==> src/rtl/pipe_pkg.sv <==
// Shared pipeline types: FSM state, scoreboard entry and register-number constants
// used by the hazard controller and its comparator.
package pipe_pkg;

    localparam int unsigned REG_W = 32'd5;
    localparam logic [REG_W-1:0] REG_ZERO = 5'd0;

    typedef enum logic [1:0] {
        RUN   = 2'd0,
        STALL = 2'd1,
        FLUSH = 2'd2
    } hz_state_e;

    typedef struct packed {
        logic             wr;
        logic [REG_W-1:0] dst;
        logic             load;
    } sb_entry_t;

    localparam sb_entry_t SB_BUBBLE = '{wr: 1'b0, dst: REG_ZERO, load: 1'b0};

    function automatic sb_entry_t make_entry(input logic vld_i, input logic rwe_i,
                                             input logic [REG_W-1:0] dst_i, input logic load_i);
        sb_entry_t e;
        e.wr   = vld_i & rwe_i;
        e.dst  = dst_i;
        e.load = vld_i & load_i;
        return e;
    endfunction

endpackage

==> src/rtl/hazard_ctrl_if.sv <==
// Decode-side inputs and hazard/bypass outputs of the hazard controller,
// bundled as one interface; master is the pipeline side, slave is hazard_ctrl.
interface hazard_ctrl_if;
    import pipe_pkg::*;

    logic             d_valid;
    logic             d_uses_rs;
    logic             d_uses_rt;
    logic [REG_W-1:0] d_rs;
    logic [REG_W-1:0] d_rt;
    logic [REG_W-1:0] d_dst;
    logic             d_rwe;
    logic             d_load;
    logic             x_branch_taken;
    logic             stall_fd;
    logic             flush_fd;
    logic             bubble_x;
    logic             mx_abypass;
    logic             mx_bbypass;
    logic             wx_abypass;
    logic             wx_bbypass;
    logic [31:0]      stall_cnt;
    logic [31:0]      flush_cnt;

    modport master (
        output d_valid, d_uses_rs, d_uses_rt, d_rs, d_rt, d_dst, d_rwe, d_load, x_branch_taken,
        input  stall_fd, flush_fd, bubble_x, mx_abypass, mx_bbypass, wx_abypass, wx_bbypass,
               stall_cnt, flush_cnt
    );

    modport slave (
        input  d_valid, d_uses_rs, d_uses_rt, d_rs, d_rt, d_dst, d_rwe, d_load, x_branch_taken,
        output stall_fd, flush_fd, bubble_x, mx_abypass, mx_bbypass, wx_abypass, wx_bbypass,
               stall_cnt, flush_cnt
    );

endinterface

==> src/rtl/hazard_cmp.sv <==
// Matches one decode source register against one in-flight scoreboard entry;
// writes to the zero register never create a dependency.
module hazard_cmp
    import pipe_pkg::*;
(
    input  logic             uses_i,
    input  logic             wr_i,
    input  logic [REG_W-1:0] dst_i,
    input  logic [REG_W-1:0] src_i,
    output logic             hit_o
);

    assign hit_o = uses_i & wr_i & (dst_i == src_i) & (dst_i != REG_ZERO);

endmodule

==> src/rtl/hazard_ctrl.sv <==
// Pipeline hazard controller: X/M/W scoreboard, stall/flush/bubble control and
// bypass selects. Define HAZARD_BYPASS_EN to enable MX/WX bypassing.
module hazard_ctrl
    import pipe_pkg::*;
(
    input  logic         clk,
    input  logic         rst,
    hazard_ctrl_if.slave bus
);

    hz_state_e   state_q;
    sb_entry_t   x_q, m_q, w_q, x_d;
    logic [31:0] stall_cnt_q, flush_cnt_q;
    logic        dv_s, hz_s, stall_s, flush_s, bubble_s, advance_s;
    logic        rs_x_s, rt_x_s, rs_m_s, rt_m_s;
    logic        unused_s;

    hazard_cmp u_cmp_rs_x (.uses_i(bus.d_uses_rs), .wr_i(x_q.wr), .dst_i(x_q.dst), .src_i(bus.d_rs), .hit_o(rs_x_s));
    hazard_cmp u_cmp_rt_x (.uses_i(bus.d_uses_rt), .wr_i(x_q.wr), .dst_i(x_q.dst), .src_i(bus.d_rt), .hit_o(rt_x_s));
    hazard_cmp u_cmp_rs_m (.uses_i(bus.d_uses_rs), .wr_i(m_q.wr), .dst_i(m_q.dst), .src_i(bus.d_rs), .hit_o(rs_m_s));
    hazard_cmp u_cmp_rt_m (.uses_i(bus.d_uses_rt), .wr_i(m_q.wr), .dst_i(m_q.dst), .src_i(bus.d_rt), .hit_o(rt_m_s));

`ifndef HAZARD_BYPASS_EN
    logic rs_w_s, rt_w_s;
    hazard_cmp u_cmp_rs_w (.uses_i(bus.d_uses_rs), .wr_i(w_q.wr), .dst_i(w_q.dst), .src_i(bus.d_rs), .hit_o(rs_w_s));
    hazard_cmp u_cmp_rt_w (.uses_i(bus.d_uses_rt), .wr_i(w_q.wr), .dst_i(w_q.dst), .src_i(bus.d_rt), .hit_o(rt_w_s));
`endif

    // Same-cycle hazard detection; branch wins over stall, reset masks both.
    always_comb begin
        dv_s = bus.d_valid & (state_q != FLUSH);
`ifdef HAZARD_BYPASS_EN
        hz_s = dv_s & x_q.load & (rs_x_s | rt_x_s);
`else
        hz_s = dv_s & (rs_x_s | rt_x_s | rs_m_s | rt_m_s | rs_w_s | rt_w_s);
`endif
        stall_s   = ~rst & ~bus.x_branch_taken & hz_s;
        flush_s   = ~rst & bus.x_branch_taken;
        bubble_s  = rst | bus.x_branch_taken | hz_s | (state_q == FLUSH);
        advance_s = ~bubble_s & dv_s;
        if (advance_s) begin
            x_d = make_entry(1'b1, bus.d_rwe, bus.d_dst, bus.d_load);
        end else begin
            x_d = SB_BUBBLE;
        end
    end

    // Control FSM, scoreboard shift and event counters.
    always_ff @(posedge clk) begin
        if (rst) begin
            state_q     <= RUN;
            x_q         <= SB_BUBBLE;
            m_q         <= SB_BUBBLE;
            w_q         <= SB_BUBBLE;
            stall_cnt_q <= 32'd0;
            flush_cnt_q <= 32'd0;
        end else begin
            w_q <= m_q;
            m_q <= x_q;
            x_q <= x_d;
            stall_cnt_q <= stall_cnt_q + {31'd0, stall_s};
            flush_cnt_q <= flush_cnt_q + {31'd0, flush_s};
            if (bus.x_branch_taken) begin
                state_q <= FLUSH;
            end else begin
                case (state_q)
                    RUN, STALL: state_q <= hz_s ? STALL : RUN;
                    FLUSH:      state_q <= RUN;
                    default:    state_q <= RUN;
                endcase
            end
        end
    end

    assign bus.stall_fd  = stall_s;
    assign bus.flush_fd  = flush_s;
    assign bus.bubble_x  = bubble_s;
    assign bus.stall_cnt = stall_cnt_q;
    assign bus.flush_cnt = flush_cnt_q;

`ifdef HAZARD_BYPASS_EN
    logic mx_a_q, mx_b_q, wx_a_q, wx_b_q;

    // Bypass selects captured at the D->X transfer; MX shadows WX per operand.
    always_ff @(posedge clk) begin
        if (rst || !advance_s) begin
            mx_a_q <= 1'b0;
            mx_b_q <= 1'b0;
            wx_a_q <= 1'b0;
            wx_b_q <= 1'b0;
        end else begin
            mx_a_q <= rs_x_s;
            mx_b_q <= rt_x_s;
            wx_a_q <= rs_m_s & ~rs_x_s;
            wx_b_q <= rt_m_s & ~rt_x_s;
        end
    end

    assign bus.mx_abypass = mx_a_q;
    assign bus.mx_bbypass = mx_b_q;
    assign bus.wx_abypass = wx_a_q;
    assign bus.wx_bbypass = wx_b_q;
    assign unused_s = ^{w_q, m_q.load};
`else
    assign bus.mx_abypass = 1'b0;
    assign bus.mx_bbypass = 1'b0;
    assign bus.wx_abypass = 1'b0;
    assign bus.wx_bbypass = 1'b0;
    assign unused_s = ^{w_q.load, m_q.load, x_q.load};
`endif

endmodule
==> src/flat_wrapper.sv <==
// flat-port wrapper written by rule: the top's interface ports become plain ports
module hazard_ctrl_flat import pipe_pkg::*;
  (clk, rst, bus_d_valid, bus_d_uses_rs, bus_d_uses_rt, bus_d_rs, bus_d_rt, bus_d_dst, bus_d_rwe, bus_d_load, bus_x_branch_taken, bus_stall_fd, bus_flush_fd, bus_bubble_x, bus_mx_abypass, bus_mx_bbypass, bus_wx_abypass, bus_wx_bbypass, bus_stall_cnt, bus_flush_cnt);
  hazard_ctrl_if bus_i ();
  input  logic clk;
  input  logic rst;
  input wire logic [$bits(bus_i.d_valid)-1:0] bus_d_valid;
  input wire logic [$bits(bus_i.d_uses_rs)-1:0] bus_d_uses_rs;
  input wire logic [$bits(bus_i.d_uses_rt)-1:0] bus_d_uses_rt;
  input wire logic [$bits(bus_i.d_rs)-1:0] bus_d_rs;
  input wire logic [$bits(bus_i.d_rt)-1:0] bus_d_rt;
  input wire logic [$bits(bus_i.d_dst)-1:0] bus_d_dst;
  input wire logic [$bits(bus_i.d_rwe)-1:0] bus_d_rwe;
  input wire logic [$bits(bus_i.d_load)-1:0] bus_d_load;
  input wire logic [$bits(bus_i.x_branch_taken)-1:0] bus_x_branch_taken;
  output wire logic [$bits(bus_i.stall_fd)-1:0] bus_stall_fd;
  output wire logic [$bits(bus_i.flush_fd)-1:0] bus_flush_fd;
  output wire logic [$bits(bus_i.bubble_x)-1:0] bus_bubble_x;
  output wire logic [$bits(bus_i.mx_abypass)-1:0] bus_mx_abypass;
  output wire logic [$bits(bus_i.mx_bbypass)-1:0] bus_mx_bbypass;
  output wire logic [$bits(bus_i.wx_abypass)-1:0] bus_wx_abypass;
  output wire logic [$bits(bus_i.wx_bbypass)-1:0] bus_wx_bbypass;
  output wire logic [$bits(bus_i.stall_cnt)-1:0] bus_stall_cnt;
  output wire logic [$bits(bus_i.flush_cnt)-1:0] bus_flush_cnt;
  assign bus_i.d_valid = bus_d_valid;
  assign bus_i.d_uses_rs = bus_d_uses_rs;
  assign bus_i.d_uses_rt = bus_d_uses_rt;
  assign bus_i.d_rs = bus_d_rs;
  assign bus_i.d_rt = bus_d_rt;
  assign bus_i.d_dst = bus_d_dst;
  assign bus_i.d_rwe = bus_d_rwe;
  assign bus_i.d_load = bus_d_load;
  assign bus_i.x_branch_taken = bus_x_branch_taken;
  assign bus_stall_fd = bus_i.stall_fd;
  assign bus_flush_fd = bus_i.flush_fd;
  assign bus_bubble_x = bus_i.bubble_x;
  assign bus_mx_abypass = bus_i.mx_abypass;
  assign bus_mx_bbypass = bus_i.mx_bbypass;
  assign bus_wx_abypass = bus_i.wx_abypass;
  assign bus_wx_bbypass = bus_i.wx_bbypass;
  assign bus_stall_cnt = bus_i.stall_cnt;
  assign bus_flush_cnt = bus_i.flush_cnt;
  hazard_ctrl u_core (.clk(clk), .rst(rst), .bus(bus_i));
endmodule
==> config.mk <==
export PLATFORM = sky130hd
export DESIGN_NAME = hazard_ctrl_flat
export DESIGN_NICKNAME = d
export VERILOG_FILES = /design/src/rtl/pipe_pkg.sv /design/src/rtl/hazard_ctrl_if.sv /design/src/rtl/hazard_cmp.sv /design/src/rtl/hazard_ctrl.sv /design/src/flat_wrapper.sv
export SDC_FILE = /design/constraint.sdc
export NUM_CORES = 1
export LEC_CHECK = 0
export BUFFER_PORTS_ARGS = -buffer_cell sky130_fd_sc_hd__buf_4
export CAP_MARGIN = 20
export CORE_UTILIZATION = 27
export DETAILED_ROUTE_END_ITERATION = 8
export GPL_TIMING_DRIVEN = 0
export PLACE_DENSITY_LB_ADDON = 0.05
export SLEW_MARGIN = 20
export SYNTH_ARGS = -nofsm -noshare
export SYNTH_HDL_FRONTEND = slang
export SYNTH_HIERARCHICAL = 1
export SYNTH_SLANG_ARGS = --single-unit
export TNS_END_PERCENT = 30
==> constraint.sdc <==
create_clock -name clk -period 3.72 [get_ports clk]
set_input_delay 0 -clock clk [delete_from_list [all_inputs] [get_ports clk]]
set_output_delay 0 -clock clk [all_outputs]
set_load 0.01 [all_outputs]
==> results.yml, run 1 <==
synthesis:
  synth_seq_cells: 84
  synth_edf_count: 0
  ys_top_cells_by_count: "dfxtp_1 (84), xnor2_1 (37), a21oi_1 (33)"
  yosysSeqAreaShare_pct: 41.9
  yosysUniqueCellTypes: 33
  yosysWarningCount: 6
  synth_largest_area_cell: "dfxtp_1"
  synth.top_cells.by_area: "dfxtp_1 (42%), xnor2_1 (8.1%), a21oi_1 (4.1%), or4_1 (3.6%), nand3_1 (3.5%)"
  syn_area_um2: 4020
  syn_avg_cell_area_um2: 8.79
  yosysMostFrequentCell: "dfxtp_1"
  async_flop_share_pct: 0
  synth_top_area_share_pct: 41.9
  synth_flop_cell: "dfxtp_1"
  syn-instance-count: 457
global_route:
  overflow: 0
  grt.total_usage_pct: 15.2
  grt_start_max_net_pins: 13
  grt_pass1_vias: 3475
  antenna_found_initial: 0
  grt_pass1_wl_um: 17700
die:
  num_io_pins: 94
  core_area_um2: 14500
  die_area_um2: 15400
  die_w_um: 124
  fp.dieH_um: 124
  start_util_pct: 27.6
  num_rows: 44
timing:
  tns_ns: 0
  finalClockSkew_ns: 0.00486
  relSlewSlack_pct: 57.6
  fin_crit_sh_pct: 86.7
  rsz0062_at_grt: "no"
  slew_violations: 0
  setup_violations: 0
  tightest_slew_ns: 0.636
  hold_viol_final: 0
  post-route-min-period_ns: 3.22
  clock.fmax_ghz: 0.310
power:
  p_seq_share_pct: 48.8
  p_comb_share_pct: 5.3
  switching_power_uw: 428
  p_clk_share_pct: 46.0
  p_int_uw: 1430
  finalPower_uw: 1860
  p_leak_uw: 0.00190
  pwr_density_cell_nw_per_um2: 354
  peakVddDrop_mv: 0.209
  sw_frac_of_total_pct: 23.0
final_layout:
  areaGrowthSynthToFinish_pct: 31.2
  final_nets: 595
  post-route-util_pct: 36.3
  final_area_um2: 5270
  antennaDiodeCount: 0
  n_fill_cell: 1530
  fin_cells: 755
  drive_gt1_share_pct: 21.4
critical_path:
  end_kind: "flop"
  arrival_ns: 3.49
  crit_type: "reg -> reg"
  regToRegSetupSlack_ns: 0.50
  critPathMaxFanout: 5
  regToRegStartpoint: "u_core/m_q[2]"
  cp-start-kind: "flop"
  reg2reg_to: "u_core/bus.stall_cnt[16]"
  required_ns: 3.99
  ff2ff_path_depth: 13
clock_tree:
  cts.clk_slew.worst_paths_ns: 0.06
  cts.htree.levels: 3
  root_buffer: "clkbuf_16"
  tritoncts: "yes"
  clkSinkCount: 84
  cts_buffer_depth: 2
  worst_skew_pair.late_latency_ns: 0.34
  numCtsBuffers: 9
route:
  wl_met3_um: 410
  wl_met1_um: 5530
  drc: 0
  wl_per_cell_um: 14.9
  wirelength_um: 11200
  ant_nets: 0
  firstDrtPassIters: 4
  vias: 3697
  via_per_inst: 4.90
  top_layer_used: "met4"
  drt_iter0_markers: 151
  wl_met2_um: 5060
placed_design:
  gp_congestion: 0.786
  dpl_cell_area_um2: 4920
  dpl.cell_count: 732
  hpwl_um: 8120
  port-buffer-count: 88
hold_path:
  min_from: "rst"
  hold_depth: 3
  hold_end: "u_core/bus.flush_cnt[31]"
  hold_path.class: "in -> reg"
job:
  maxCapViolCount: 0
outcome:
  outcome: "finished, final reports clean"
[power groups by stage]
| stage | clock network (µW) | registers [µW] | logic (µW) |
|---|---|---|---|
| floorplan | 0 | 929 | 45.9 |
| global placement | 0 | 929 | 93.2 |
| detailed placement | 0 | 929 | 93.1 |
| CTS | 886 | 908 | 99.3 |
| global route | 928 | 909 | 108 |
| finish | 856 | 909 | 98.2 |
[sequential cells by signal, summed over array words and instances, names as in the netlist]
signal / flops
u_core/w_q: 6
u_core/state_q: 2
u_core/bus.stall_cnt: 32
u_core/m_q: 6
u_core/x_q: 6
u_core/bus.flush_cnt: 32
[per-stage QoR]
stage | worst slack, ns | hold WS, ns
finish | 0.495 | 0.0584
global route | 0.186 | 0.0958
floorplan | 0.877 | 0.0781
CTS | 0.485 | 0.0507
detailed placement | 0.503 | 0.204
global placement | 0.548 | 0.198
[worst max-delay path by stage]
stage / start / end / slack (ns) / depth (start not counted)
after floorplan: u_core/x_q[2] / u_core/bus.stall_cnt[16] / 0.88 / 13
after global routing: u_core/x_q[1] / u_core/bus.stall_cnt[18] / 0.19 / 13
after CTS: u_core/m_q[2] / u_core/bus.stall_cnt[16] / 0.48 / 13
after detailed placement: rst / u_core/bus.flush_cnt[22] / 0.50 / 11
after global placement: rst / u_core/bus.flush_cnt[22] / 0.55 / 11
final: u_core/m_q[2] / u_core/bus.stall_cnt[16] / 0.50 / 13
[cell families after synthesis]
kind of cell,synth area share [%]
AO/OA/AOI/OAI,11.2
XOR/XNOR,10.2
adder cells (fa/ha/maj),1.56
buffers and inverters,4.27
flip-flops,41.9
multiplexers,1.12
other,0.0934
AND/OR/NAND/NOR,29.6
[placed cells by master, fill, tap and decap left out, types with 5 or more instances in the layout]
master and instances:
nand4_1 13, nand2_1 21, and4_1 10, a21oi_1 33, clkbuf_16 9, clkbuf_1 11
or4_1 19, buf_1 5, xnor2_1 37, xor2_1 10, nor3b_2 6, dfxtp_1 84
or3_1 18, o2111ai_1 6, o21ai_0 24, ha_1 5, nor2_1 29, and2_1 6
nor4_1 13, buf_4 93, nor3_1 7, o31ai_1 14, inv_1 16, nand3_1 28
dlygate4sd3_1 8, nor2b_1 22
[timing repair]
item,in CTS,in global routing
buffers inserted,0,0
gates resized for setup,0,0
hold buffers,8,0
endpoints found under the hold margin,8,0
[final cells by class]
| type | count | area, µm² | share of cell area, % |
|---|---|---|---|
| buffer | 22 | 111 | 2.11 |
| timing repair buffer | 96 | 741 | 14.1 |
| tap | 184 | 230 | 4.37 |
| sequential | 84 | 1680 | 31.9 |
| multi-input combinational | 338 | 2170 | 41.3 |
| clock buffer | 13 | 260 | 4.94 |
| clock inverter | 2 | 10.0 | 0.190 |
| inverter | 16 | 60.1 | 1.14 |
[critical path: stages (launching register included)]
cell and delay [ns]:
dfxtp_1 0.37, xnor2_1 0.14, o2111ai_1 0.17, nor3b_2 0.20
nor4_1 0.08, nand2_1 0.07, nand2_1 0.09, nor2b_1 0.26
ha_1 0.21, ha_1 0.29, nand2_1 0.13, or4_1 0.63
or3_1 0.34, a21oi_1 0.15
[layer usage]
layer | vias up | GRT usage, %
met3 | 13 | 2.66
met2 | 74 | 23.5
li1 | 1875 | -
met1 | 1735 | 20.4
met5 | - | 0
met4 | 0 | 7.44
Note: power is estimated with default switching activity, not from simulation.
==> run 2: changes to the inputs <==
- clock period: 3.72 -> 2.7 ns (I/O delays scaled with it)
==> results.yml, run 2 (synthesis gave the netlist of run 1 again) <==
final_layout:
  drive_gt1_share_pct: 26.8
  fin_cells: 759
  areaGrowthSynthToFinish_pct: 35.0
  final_nets: 598
  antennaDiodeCount: 0
  final_area_um2: 5420
  final_cell_mix: "buf_4 (99), dfxtp_1 (77), xnor2_1 (36)"
  n_fill_cell: 1533
  final_common_cell: "buf_4"
global_route:
  grt.total_usage_pct: 15.4
  overflow: 0
  grt_pass1_wl_um: 17900
  antenna_found_initial: 0
  grt_start_max_net_pins: 20
  grt_pass1_vias: 3454
critical_path:
  regToRegSetupSlack_ns: 0.02
  crit_family: "simple AND/OR/NAND/NOR gates"
  crit_type: "reg -> reg"
  path_cells: "xnor2_1, nand3_1, nor3b_2, nor4_2, nand2_1, nand2_2, nor2b_4, ha_4, ha_4, nand2_2, or4_4, or3_1, a21oi_1"
  ff2ff_path_depth: 13
  required_ns: 2.97
  reg2reg_to: "u_core/bus.stall_cnt[16]"
  worst-path-buf-inv: 0
  arrival_ns: 2.95
  critPathMaxFanout: 5
  slowest_delay_ns: 0.47
  cpMaxStageDelayCell: "or4_4"
  cp-start-kind: "flop"
  regToRegStartpoint: "u_core/x_q[1]"
  end_kind: "flop"
timing:
  finalClockSkew_ns: 0.00396
  rsz0062_at_grt: "yes"
  tightest_slew_ns: 0.542
  clock.fmax_ghz: 0.373
  slew_violations: 0
  relSlewSlack_pct: 63.9
  fin_crit_sh_pct: 99.4
  fin_ws_ns: 0.0175
  hold_viol_final: 0
  post-route-min-period_ns: 2.68
  fin_hold_ws_ns: 0.0356
  setup_violations: 0
placed_design:
  hpwl_um: 8160
  post-place-ws_ns: -0.491
  port-buffer-count: 88
  dpl_cell_area_um2: 4930
  dpl.cell_count: 732
  gp_congestion: 0.762
route:
  drc: 0
  vias: 3726
  drt_iter0_markers: 146
  firstDrtPassIters: 4
  wl_per_cell_um: 14.8
  wirelength_um: 11300
  ant_nets: 0
  via_per_inst: 4.91
power:
  peakVddDrop_mv: 0.270
  p_leak_uw: 0.00193
  pwr_density_cell_nw_per_um2: 465
  finalPower_uw: 2520
die:
  fp.dieH_um: 124
  die_w_um: 124
  start_util_pct: 27.6
  die_area_um2: 15400
  num_io_pins: 94
  num_rows: 44
  core_area_um2: 14500
clock_tree:
  tritoncts: "yes"
  cts.htree.levels: 3
  worst_skew_pair.late_latency_ns: 0.34
  numCtsBuffers: 9
  clkSinkCount: 84
  cts.clk_slew.worst_paths_ns: 0.06
  root_buffer: "clkbuf_16"
  cts_buffer_depth: 2
hold_path:
  min_from: "rst"
  hold_end: "u_core/bus.flush_cnt[31]"
  hold_depth: 3
  hold_path.class: "in -> reg"
job:
  maxCapViolCount: 0
outcome:
  outcome: "finished, final reports clean"
[run 2: cell types whose count changed in the layout (fill, tap and decap cells not counted), sizes merged]
| cell | delta |
|---|---|
| clkbuf | -1 |
| dlygate4sd3 | -1 |
| buf | +6 |
[run 2: worst reg2reg max path, cell delays in order (launching register included)]
cell and delay [ns]:
dfxtp_4 0.36, xnor2_1 0.14, nand3_1 0.12, nor3b_2 0.27, nor4_2 0.07, nand2_1 0.07, nand2_2 0.07, nor2b_4 0.19
ha_4 0.17, ha_4 0.14, nand2_2 0.07, or4_4 0.47, or3_1 0.33, a21oi_1 0.14
[run 2: worst max path at each step]
stage,startpoint,end,slack [ns],cells past startpoint
4_1_cts,u_core/x_q[2],u_core/bus.stall_cnt[15],-0.04,13
3_5_place_dp,rst,u_core/bus.flush_cnt[24],-0.49,11
5_1_grt,u_core/x_q[2],u_core/bus.stall_cnt[18],-0.14,13
3_3_place_gp,rst,u_core/bus.flush_cnt[22],-0.45,11
6_report,u_core/x_q[1],u_core/bus.stall_cnt[16],0.02,13
2_1_floorplan,u_core/x_q[2],u_core/bus.stall_cnt[16],0.001,13
[run 2: per-layer routing]
layer	vias up	routed length, µm	part of all wire (%)	GRT usage, %
li1	1867	-	-	-
met1	1766	5310	47	20.1
met2	83	5320	47	24.7
met3	10	497	4.4	3.98
met4	0	140	1.2	5.36
met5	-	0	0	0
[run 2: per-stage QoR]
stage	util [%]	setup TNS [ns]
3_3_place_gp	33.9	-5.90
2_1_floorplan	-	0
4_1_cts	37.0	-0.0558
6_report	37.3	0
3_5_place_dp	33.9	-7.22
5_1_grt	37.3	-0.815
[run 2: area by class of cell]
| type | count | area [µm²] | area share (%) |
|---|---|---|---|
| Buffer | 19 | 101 | 1.87 |
| Clock buffer | 14 | 254 | 4.68 |
| Clock inverter | 2 | 10.0 | 0.185 |
| Inverter | 16 | 60.1 | 1.11 |
| Multi-Input combinational cell | 338 | 2280 | 42.1 |
| Sequential cell | 84 | 1700 | 31.3 |
| Tap cell | 184 | 230 | 4.25 |
| Timing Repair Buffer | 102 | 787 | 14.5 |
[run 2: timing repair]
action | in CTS | in global routing
endpoints found under the hold margin | 8 | 0
hold buffers | 7 | 0
gates resized for setup | 23 | 10
setup buffers | 6 | 1
pin swaps | 13 | 4
gates cloned | 0 | 0
setup endpoints to repair | 21 | 20
[run 2: report_power, final]
part | switching (µW) | total, µW | internal [µW]
clock network | 487 | 1130 | 647
registers | 6.19 | 1250 | 1240
logic | 71.1 | 137 | 65.4
